<file path="src/rtl/mmio_uart_pkg.sv">
// mmio_uart_pkg: shared state encoding, register offsets and STATUS bit positions for mmio_uart_tx
package mmio_uart_pkg;
  typedef enum logic [2:0] {IDLE, START, DATA, PARITY, STOP} state_t;
  localparam int DATA_OFS = 0;
  localparam int STATUS_OFS = 1;
  localparam int ST_BUSY = 0;
  localparam int ST_FULL = 1;
  localparam int ST_EMPTY = 2;
  localparam int ST_OVF = 3;
  localparam int ST_PAR = 4;
  localparam int ST_CNT = 8;
endpackage

</file>
<file path="src/rtl/sync_fifo.sv">
// sync_fifo: power-of-two FIFO, push accepted when full only if a pop happens on the same edge
module sync_fifo #(
  parameter int WIDTH = 8,
  parameter int DEPTH = 4
) (
  input  logic                     clk,
  input  logic                     reset,
  input  logic                     push,
  input  logic                     pop,
  input  logic [WIDTH-1:0]         din,
  output logic [WIDTH-1:0]         dout,
  output logic                     full,
  output logic                     empty,
  output logic [$clog2(DEPTH):0]   count
);
  localparam int AW = $clog2(DEPTH);
  logic [WIDTH-1:0] mem [DEPTH];
  logic [AW-1:0] rd_ptr, wr_ptr;
  logic do_push, do_pop;
  assign full = count == (AW+1)'(DEPTH);
  assign empty = count == '0;
  assign do_pop = pop && !empty;
  assign do_push = push && (!full || do_pop);
  assign dout = mem[rd_ptr];
  always_ff @(posedge clk or negedge reset)
    if (!reset) begin
      rd_ptr <= '0;
      wr_ptr <= '0;
      count <= '0;
    end else begin
      if (do_push) wr_ptr <= wr_ptr + 1'b1;
      if (do_pop) rd_ptr <= rd_ptr + 1'b1;
      count <= count + (AW+1)'(do_push) - (AW+1)'(do_pop);
    end
  always_ff @(posedge clk)
    if (do_push) mem[wr_ptr] <= din;
endmodule

</file>
<file path="src/rtl/mmio_uart_tx.sv">
// mmio_uart_tx: memory-mapped 8N1 UART transmitter with FIFO; MMIO_UART_TX_PARITY_EN adds an even-parity bit
import mmio_uart_pkg::*;
module mmio_uart_tx #(
  parameter logic [14:0] BASE_ADDR = 15'd24577,
  parameter int CLKS_PER_BIT = 16,
  parameter int FIFO_DEPTH = 4
) (
  input  logic        clk,
  input  logic        reset,
  input  logic [14:0] a_addr,
  input  logic        a_wr,
  input  logic [15:0] a_din,
  output logic [15:0] a_dout,
  output logic        tx
);
  localparam int CW = $clog2(CLKS_PER_BIT);
  localparam int AW = $clog2(FIFO_DEPTH);
  state_t state, state_n;
  logic [CW-1:0] cnt;
  logic [2:0] bit_idx;
  logic [7:0] shreg, fifo_dout;
  logic [AW:0] count;
  logic [15:0] status;
  logic ovf, full, empty, is_data, is_status, push, pop, last;
  logic unused_din;
  assign unused_din = ^{a_din[15:8], a_din[6:4], a_din[2:0]};
  assign is_data = a_addr == BASE_ADDR + 15'(DATA_OFS);
  assign is_status = a_addr == BASE_ADDR + 15'(STATUS_OFS);
  assign push = a_wr && is_data;
  assign last = cnt == CW'(CLKS_PER_BIT - 1);
  assign pop = !empty && (state == IDLE || (state == STOP && last));
  sync_fifo #(.WIDTH(8), .DEPTH(FIFO_DEPTH)) u_fifo (
    .clk(clk), .reset(reset), .push(push), .pop(pop), .din(a_din[7:0]),
    .dout(fifo_dout), .full(full), .empty(empty), .count(count)
  );
  always_comb begin
    state_n = state;
    case (state)
      IDLE:   state_n = empty ? IDLE : START;
      START:  state_n = last ? DATA : START;
`ifdef MMIO_UART_TX_PARITY_EN
      DATA:   state_n = last && &bit_idx ? PARITY : DATA;
      PARITY: state_n = last ? STOP : PARITY;
`else
      DATA:   state_n = last && &bit_idx ? STOP : DATA;
`endif
      STOP:   state_n = !last ? STOP : empty ? IDLE : START;
      default: state_n = IDLE;
    endcase
  end
  always_comb
    tx = state == START ? 1'b0 : state == DATA ? shreg[bit_idx] : state == PARITY ? ^shreg : 1'b1;
  always_comb begin
    status = '0;
    status[ST_BUSY] = state != IDLE;
    status[ST_FULL] = full;
    status[ST_EMPTY] = empty;
    status[ST_OVF] = ovf;
`ifdef MMIO_UART_TX_PARITY_EN
    status[ST_PAR] = 1'b1;
`endif
    status[ST_CNT +: 4] = 4'(count);
  end
  always_ff @(posedge clk or negedge reset)
    if (!reset) begin
      state <= IDLE;
      cnt <= '0;
      bit_idx <= '0;
      shreg <= '0;
      ovf <= 1'b0;
      a_dout <= '0;
    end else begin
      state <= state_n;
      cnt <= (state_n != state || last || state == IDLE) ? '0 : cnt + 1'b1;
      if (state == DATA && last) bit_idx <= bit_idx + 3'd1;
      if (pop) shreg <= fifo_dout;
      if (push && full && !pop) ovf <= 1'b1;
      else if (a_wr && is_status && a_din[3]) ovf <= 1'b0;
      a_dout <= is_status ? status : '0;
    end
endmodule

</file>
<file path="config.mk">
export PLATFORM = sky130hd
export DESIGN_NAME = mmio_uart_tx
export DESIGN_NICKNAME = d
export VERILOG_FILES = /design/src/rtl/mmio_uart_pkg.sv /design/src/rtl/sync_fifo.sv /design/src/rtl/mmio_uart_tx.sv
export SDC_FILE = /design/constraint.sdc
export NUM_CORES = 1
export LEC_CHECK = 0
export ABC_AREA = 1
export CAP_MARGIN = 40
export CORE_UTILIZATION = 45
export DETAILED_ROUTE_END_ITERATION = 8
export PLACE_DENSITY = 0.7
export SYNTH_ARGS = -nofsm -noshare
export SYNTH_HDL_FRONTEND = slang
export SYNTH_SLANG_ARGS = --single-unit
</file>
<file path="constraint.sdc">
create_clock -name clk -period 6.5 [get_ports clk]
set_clock_uncertainty 0.2 [all_clocks]
set_input_delay 1.3 -clock clk [delete_from_list [all_inputs] [get_ports clk]]
set_output_delay 1.3 -clock clk [all_outputs]
set_load 0.02 [all_outputs]
</file>
==> flow_summary_export.csv <==
group,metric,value,unit
sta,fin_setup_tns,0,ps
critical_path,critical_path.startpoint,"shreg[1]$_DFFE_PN0P_",
critical_path,worstPathRequired,5000,ps
die,coreArea,6760,sq um
clock_network,htree_levels,3,
critical_path,critPathArrivalTime,1990,ps
die,initial_core_util,0.465,
routing,drt_iter0_drc,92,
power_and_ir_drop,cellPowerDensity,335,nW/um^2
logic_synthesis,yosys_warnings,0,
placed_design,io_buffers,33,
routing,ant_nets,0,
critical_path,crit_chain,"inv_1 -> nand2_1 -> nand2_1 -> nand2_1 -> nand2_1 -> nand2_1 -> nand3_1 -> nand2_1 -> nor2_1 -> clkdlybuf4s50_1",
critical_path,r2r-start,"cnt[0]$_DFF_PN0_",
logic_synthesis,synthFlopType,"dfrtp_1",
critical_path,cp_num_cells,10,
die,row_count,30,
final_layout,drive_gt1_frac,0.0889,
global_routing,grt_pass1_wl,9440,microns
global_routing,grt.overflow.total,0,
routing,drc_errors,0,
final_layout,diodes,0,
logic_synthesis,syn_area,3140,sq um
critical_path,cp-start-kind,"register",
final_layout,n_fill_cell,604,
die,die_h,85.6,microns
clock_network,clock_latency,340,ps
sta,fin_crit,3490,ps
clock_network,ctsResizeCount,0,
logic_synthesis,synthCells,329,
routing,via_per_inst,4.79,
clock_network,ctsHoldBuffers,0,
clock_network,clock-sinks,65,
routing,drt-total-wl,5370,microns
logic_synthesis,synthTopCellsByArea,"edfxtp_1, dfrtp_1, nand2_1",
sta,finalCritPeriodShare,0.537,
critical_path,cp_max_fo,4,
sta,drv_slew,0,
final_layout,finalNonFillerCells,451,
sta,rsz0062_at_grt,"no",
placed_design,place_ws,2680,ps
placed_design,placed_area,3490,sq um
clock_network,post-cts-setup-buffers,0,
sta,worstMarginPinSlew,825,ps
sta,finalHoldViolCount,0,
die,ioPinCount,51,
sta,setup_viol,0,
sta,max_freq,286,MHz
critical_path,cpLargestDelayFamily,"buffers and inverters",
final_layout,postLayoutCellArea,3660,sq um
clock_network,root_buffer,"clkbuf_8",
clock_network,cts_tree,"done",
power_and_ir_drop,leakage,0.00157,uW
clock_network,numCtsBuffers,9,
hold_path,hold_path.class,"reg2reg",
critical_path,r2r-end,"u_fifo.count[2]$_DFF_PN0_",
global_routing,grt_pass1_vias,2131,
final_layout,nNetsFinal,410,
sta,setup_ws,3010,ps
critical_path,endpoint_kind,"output pin",
placed_design,dp_cells,435,
placed_design,place_congestion,0.700,
critical_path,critPathBufInv,2,
logic_synthesis,synth_top_area_frac,0.306,
logic_synthesis,yosys.area.top_type,"edfxtp_1",
logic_synthesis,syn_avg_cell_area,9.56,sq um
placed_design,hpwl,3780,microns
routing,wl_per_cell,11.9,microns
job,cap_violations,0,
global_routing,grt.total_usage,0.169,
critical_path,reg2reg_slack,4020,ps
global_routing,grt_max_degree,34,
global_routing,antenna_found_initial,0,
final_layout,area_growth,16.4,%
clock_network,clk_pin_slew,70,ps
clock_network,clockBufferDepth,2,
critical_path,slowest_stage,"clkdlybuf4s50_1",
critical_path,ff2ff_path_depth,11,
critical_path,cp_common_cell,"nand2_1",
die,die_area,7330,sq um
critical_path,critPathMaxStageDelay,610,ps
sta,relSlewSlack,0.448,
logic_synthesis,synth-async-reset-ratio,0.508,
logic_synthesis,synth_edf_count,32,
status,outcome,"complete, no violations",
routing,dr_total_vias,2162,
die,die_w,85.6,microns
critical_path,crit_end,"tx",
power_and_ir_drop,vdd_drop_max,176,uV
logic_synthesis,yosysUniqueCellTypes,31,
routing,first_pass_iters,4,
logic_synthesis,synth-seq-cells,65,
critical_path,setup.worst_path.class,"reg2out",
logic_synthesis,ys_seq_area_frac,0.568,
report_power, final:
| part | total (uW) | internal, uW | switching, uW |
|---|---|---|---|
| clock | 296 | 139 | 156 |
| sequential | 565 | 487 | 78.3 |
| combinational | 367 | 144 | 223 |
cell families after synthesis:
group,after synthesis,synth area share
XOR/XNOR,5,0.0139
AO/OA/AOI/OAI,42,0.0728
flip-flops,65,0.568
AND/OR/NAND/NOR,155,0.218
other,1,0.00119
buffers and inverters,51,0.0840
adder cells (fa/ha/maj),10,0.0422
cell usage in the layout (no fill, tap or decap), types with 2 or more instances in the layout:
cell type,Yosys,final
a21oi_1,3,3
a31oi_1,2,2
clkbuf_8,0,9
clkdlybuf4s50_1,0,33
clkinv_2,0,2
clkinv_4,0,2
conb_1,1,9
dfrtp_1,33,33
edfxtp_1,32,32
ha_1,9,9
inv_1,32,32
inv_2,2,2
nand2_1,73,73
nand2_2,3,3
nand2_4,2,2
nand3_1,10,10
nand3b_1,3,3
nor2_1,50,50
nor2_2,4,4
nor2_4,2,2
nor3_1,4,4
o21ai_0,35,35
xor2_1,4,4
registers in the layout (all words and copies together) (netlist names):
register,count
u_fifo.mem,32
shreg,8
a_dout,7
cnt,4
bit_idx,3
state,3
u_fifo.count,3
u_fifo.rd_ptr,2
u_fifo.wr_ptr,2
ovf,1
worst min-delay path by stage:
stage	startpoint	endpoint	depth (start not counted)	slack, ps
5_1_grt	cnt[0]$_DFF_PN0_	cnt[0]$_DFF_PN0_	1	290
3_3_place_gp	cnt[0]$_DFF_PN0_	cnt[0]$_DFF_PN0_	1	250
6_report	cnt[0]$_DFF_PN0_	cnt[0]$_DFF_PN0_	1	270
3_5_place_dp	cnt[0]$_DFF_PN0_	cnt[0]$_DFF_PN0_	1	270
2_1_floorplan	cnt[0]$_DFF_PN0_	cnt[0]$_DFF_PN0_	1	230
4_1_cts	cnt[0]$_DFF_PN0_	cnt[0]$_DFF_PN0_	1	280
synthesized netlist by cell type, types with 4 or more instances:
cell	instances
nor2_1	50
ha_1	9
nand2_1	73
edfxtp_1	32
nand3_1	10
nor2_2	4
nor3_1	4
o21ai_0	35
dfrtp_1	33
buf_4	13
xor2_1	4
inv_1	32
layer usage:
metal	vias up	part of all wire	GRT usage
met2	40	0.50	0.300
li1	1120	-	-
met1	993	0.44	0.193
met5	-	0	0
met3	9	0.038	0.0558
met4	0	0.015	0.0545
per-stage QoR:
step | util | total power, uW | hold WS [ps]
detailed placement | 0.516 | 946 | 268
finish | 0.541 | 1230 | 272
global placement | 0.516 | 930 | 253
global route | 0.541 | 1330 | 293
floorplan | - | 869 | 230
CTS | 0.541 | 1250 | 280
area by class of cell:
cell class	instances	area, sq um	share of cell area
Sequential cell	65	1790	0.488
Multi-Input combinational cell	221	1120	0.307
Timing Repair Buffer	34	338	0.0923
Inverter	35	139	0.0380
Clock buffer	10	128	0.0349
Tap cell	80	100	0.0274
Clock inverter	6	43.8	0.0120
No activity file was read; power rests on OpenSTA's default activity.
==> variant (config.mk and constraints unchanged) <==
The output `a_dout` loses its register stage (`a_dout` becomes a continuous assignment).
--- a/src/rtl/mmio_uart_tx.sv
+++ b/src/rtl/mmio_uart_tx.sv
@@ -69,5 +69,4 @@
       shreg <= '0;
       ovf <= 1'b0;
-      a_dout <= '0;
     end else begin
       state <= state_n;
@@ -77,6 +76,7 @@
       if (push && full && !pop) ovf <= 1'b1;
       else if (a_wr && is_status && a_din[3]) ovf <= 1'b0;
-      a_dout <= is_status ? status : '0;
     end
+
+  assign a_dout = is_status ? status : '0;
 endmodule
 
Formal check against the unedited RTL: not equivalent (a bounded check fails within 4 cycles, from zero or initial values and one cycle with reset low).
==> variant against the original RTL <==
Wire length down 1.9%. Synthesized cell count down 2.7%. Final area down 5.3%. First-iteration DRC count down 25%. Worst setup slack worse by 1.0 ns. Via count down 0.65%. Synthesized area down 7.4%. Sequential cell count down 7. Critical path type is now input pin to primary output. Largest cell class unchanged.
Power is not compared: it rests on default switching activity, and its combinational part moved more than twofold at a synthesized area within 25%.
==> variant: results (changes against the original RTL) <==
stage	metric	value	unit	change
layout	drive_above_1_share	9.09	%	+0.20 points
route	drt_iter0_markers	69		-25%
status	status	completed		
synthesis	synthTopCellsByArea	edfxtp_1, dfrtp_1, nand2_1		
worst_setup_path	worstSetupStartpoint	a_addr[3]		
clock_network	cts_buffers	9		unchanged
min_path	timing.hold.worst_path_depth	1		unchanged
grt	grt_max_degree	27		-21%
grt	grt_use_met2	29.3	%	-0.71 points
clock_network	clkTransAtPathRegs	0.06	ns	
synthesis	synth_edf_count	32		unchanged
layout	reg_top3	u_fifo.mem: 32 flops, shreg: 8 flops, cnt: 4 flops		
worst_setup_path	ff2ff_path_depth	12		+1
synthesis	yosys_warnings	0		unchanged
min_path	hold_start	cnt[0]		
synthesis	ys.flop_type	edfxtp_1		
synthesis	ys_async_sr_fraction	44.8	%	-5.9 points
place	hpwl	3.64	mm	-3.6%
place	gp_congestion	0.779		+11%
clock_network	postCtsResizedCells	0		unchanged
power	p_leak	1.49	nW	
synthesis	synth_cell_types	32		+3.2%
timing	slew_headroom	48.4	%	+3.6 points
synthesis	synth_commonest_cells	nand2_1, nor2_1, edfxtp_1		
clock_network	insertion_delay	0.33	ns	
route	dr.pass1.iters	4		unchanged
synthesis	ys_seq_area_share	55.4	%	-1.5 points
route	vias_per_cell	4.90		+2.3%
grt	grt.total_usage	17.5	%	+0.59 points
layout	largest_register	u_fifo.mem		
min_path	hold_path_class	flip-flop to flip-flop		
grt	grt_pass1_vias	2024		-5.0%
worst_setup_path	r2r_slack	3.83	ns	-0.19 ns
clock_network	post_cts_buffers	0		unchanged
grt	antenna_found_initial	0		unchanged
power	vdd_drop_max	0.000165	V	
grt	grt_pass1_wl	8.69	mm	-8.0%
clock_network	clock_path_buffers	2		unchanged
layout	nFillCells	562		-7.0%
min_path	min_to	cnt[0]		
layout	nets	402		-2.0%
clock_network	cts_root_buf	clkbuf_8		
grt	grtUsageMet1	21.5	%	+2.3 points
worst_setup_path	r2r_end	u_fifo.count[2]		
route	routed_wirelength	5.27	mm	-1.9%
worst_setup_path	reg2reg_from	cnt[0]		
worst_setup_path	arrival	3.00	ns	+1.01 ns
place	port_buffers	33		unchanged
clock_network	cts_max_level	3		unchanged
worst_setup_path	start_kind	input pin		
grt	grt_use_met3	4.62	%	-0.97 points
layout	diodes	0		unchanged
worst_setup_path	cp_max_fo	8		+4
## variant: cell types whose count changed after synthesis, moves of 4 or more
| cell | delta |
|---|---|
| buf_2 | +4 |
| buf_4 | -4 |
| dfrtp_1 | -7 |
| o21ai_0 | -8 |
| o21ai_1 | +8 |
## variant: how the worst max path moves through the flow
stage,cells past startpoint,slack [ns],end
after floorplan,5,2.82,a_dout[1]
after global placement,7,1.99,a_dout[2]
after detailed placement,7,1.98,a_dout[1]
after CTS,7,1.97,a_dout[2]
after global routing,7,1.81,a_dout[1]
final,7,2.00,a_dout[2]
## variant: through the flow
stage | worst slack [ns] | area, um2 | utilization, % | hold slack, ns | instances
after floorplan | 2.82 | 2940 | - | 0.233 | 328
after global placement | 1.99 | 3270 | 53.6 | 0.252 | 421
after detailed placement | 1.98 | 3270 | 53.7 | 0.260 | 422
after CTS | 1.97 | 3460 | 56.8 | 0.268 | 438
after global routing | 1.81 | 3460 | 56.8 | 0.295 | 438
final | 2.00 | 3460 | 56.8 | 0.273 | 438
## variant: layout make-up
class / count / area, um2 / area share [%]
inverter: 35 / 134 / 3.87
clock buffer: 12 / 145 / 4.19
timing repair buffer: 35 / 345 / 9.97
multi-input combinational: 219 / 1090 / 31.5
clock inverter: 4 / 43.8 / 1.26
tap: 75 / 93.8 / 2.71
sequential: 58 / 1610 / 46.5
## variant: power breakdown
part / switching [W] / internal [W] / leakage [nW]
Sequential: 0.000000469 / 0.000389 / 0.607
Clock: 0.000136 / 0.000185 / 0.0978
Combinational: 0.0000129 / 0.0000149 / 0.790
Total: 0.000149 / 0.000589 / 1.49
## variant: cells by family after synthesis
family                   Yosys count  synth area share [%]
flip-flops                        58                  55.4
XOR/XNOR                           6                  1.80
buffers and inverters             51                  8.25
adder cells (fa/ha/maj)           10                  4.56
other                              1                 0.129
AND/OR/NAND/NOR                  153                  22.6
AO/OA/AOI/OAI                     41                  7.26
## variant: critical path: stages
cell             delay, ns
clkdlybuf4s50_1       0.40
nor2_1                0.14
nand3_1               0.08
nor2_1                0.10
nand2_1               0.17
nor3_1                0.18
clkdlybuf4s50_1       0.63
## variant: metal layers
layer  routed length (um)  vias up
met4                   75        0
li1                     -     1093
met2                 2610       65
met3                  267        6
met1                 2320      984
met5                    0        -
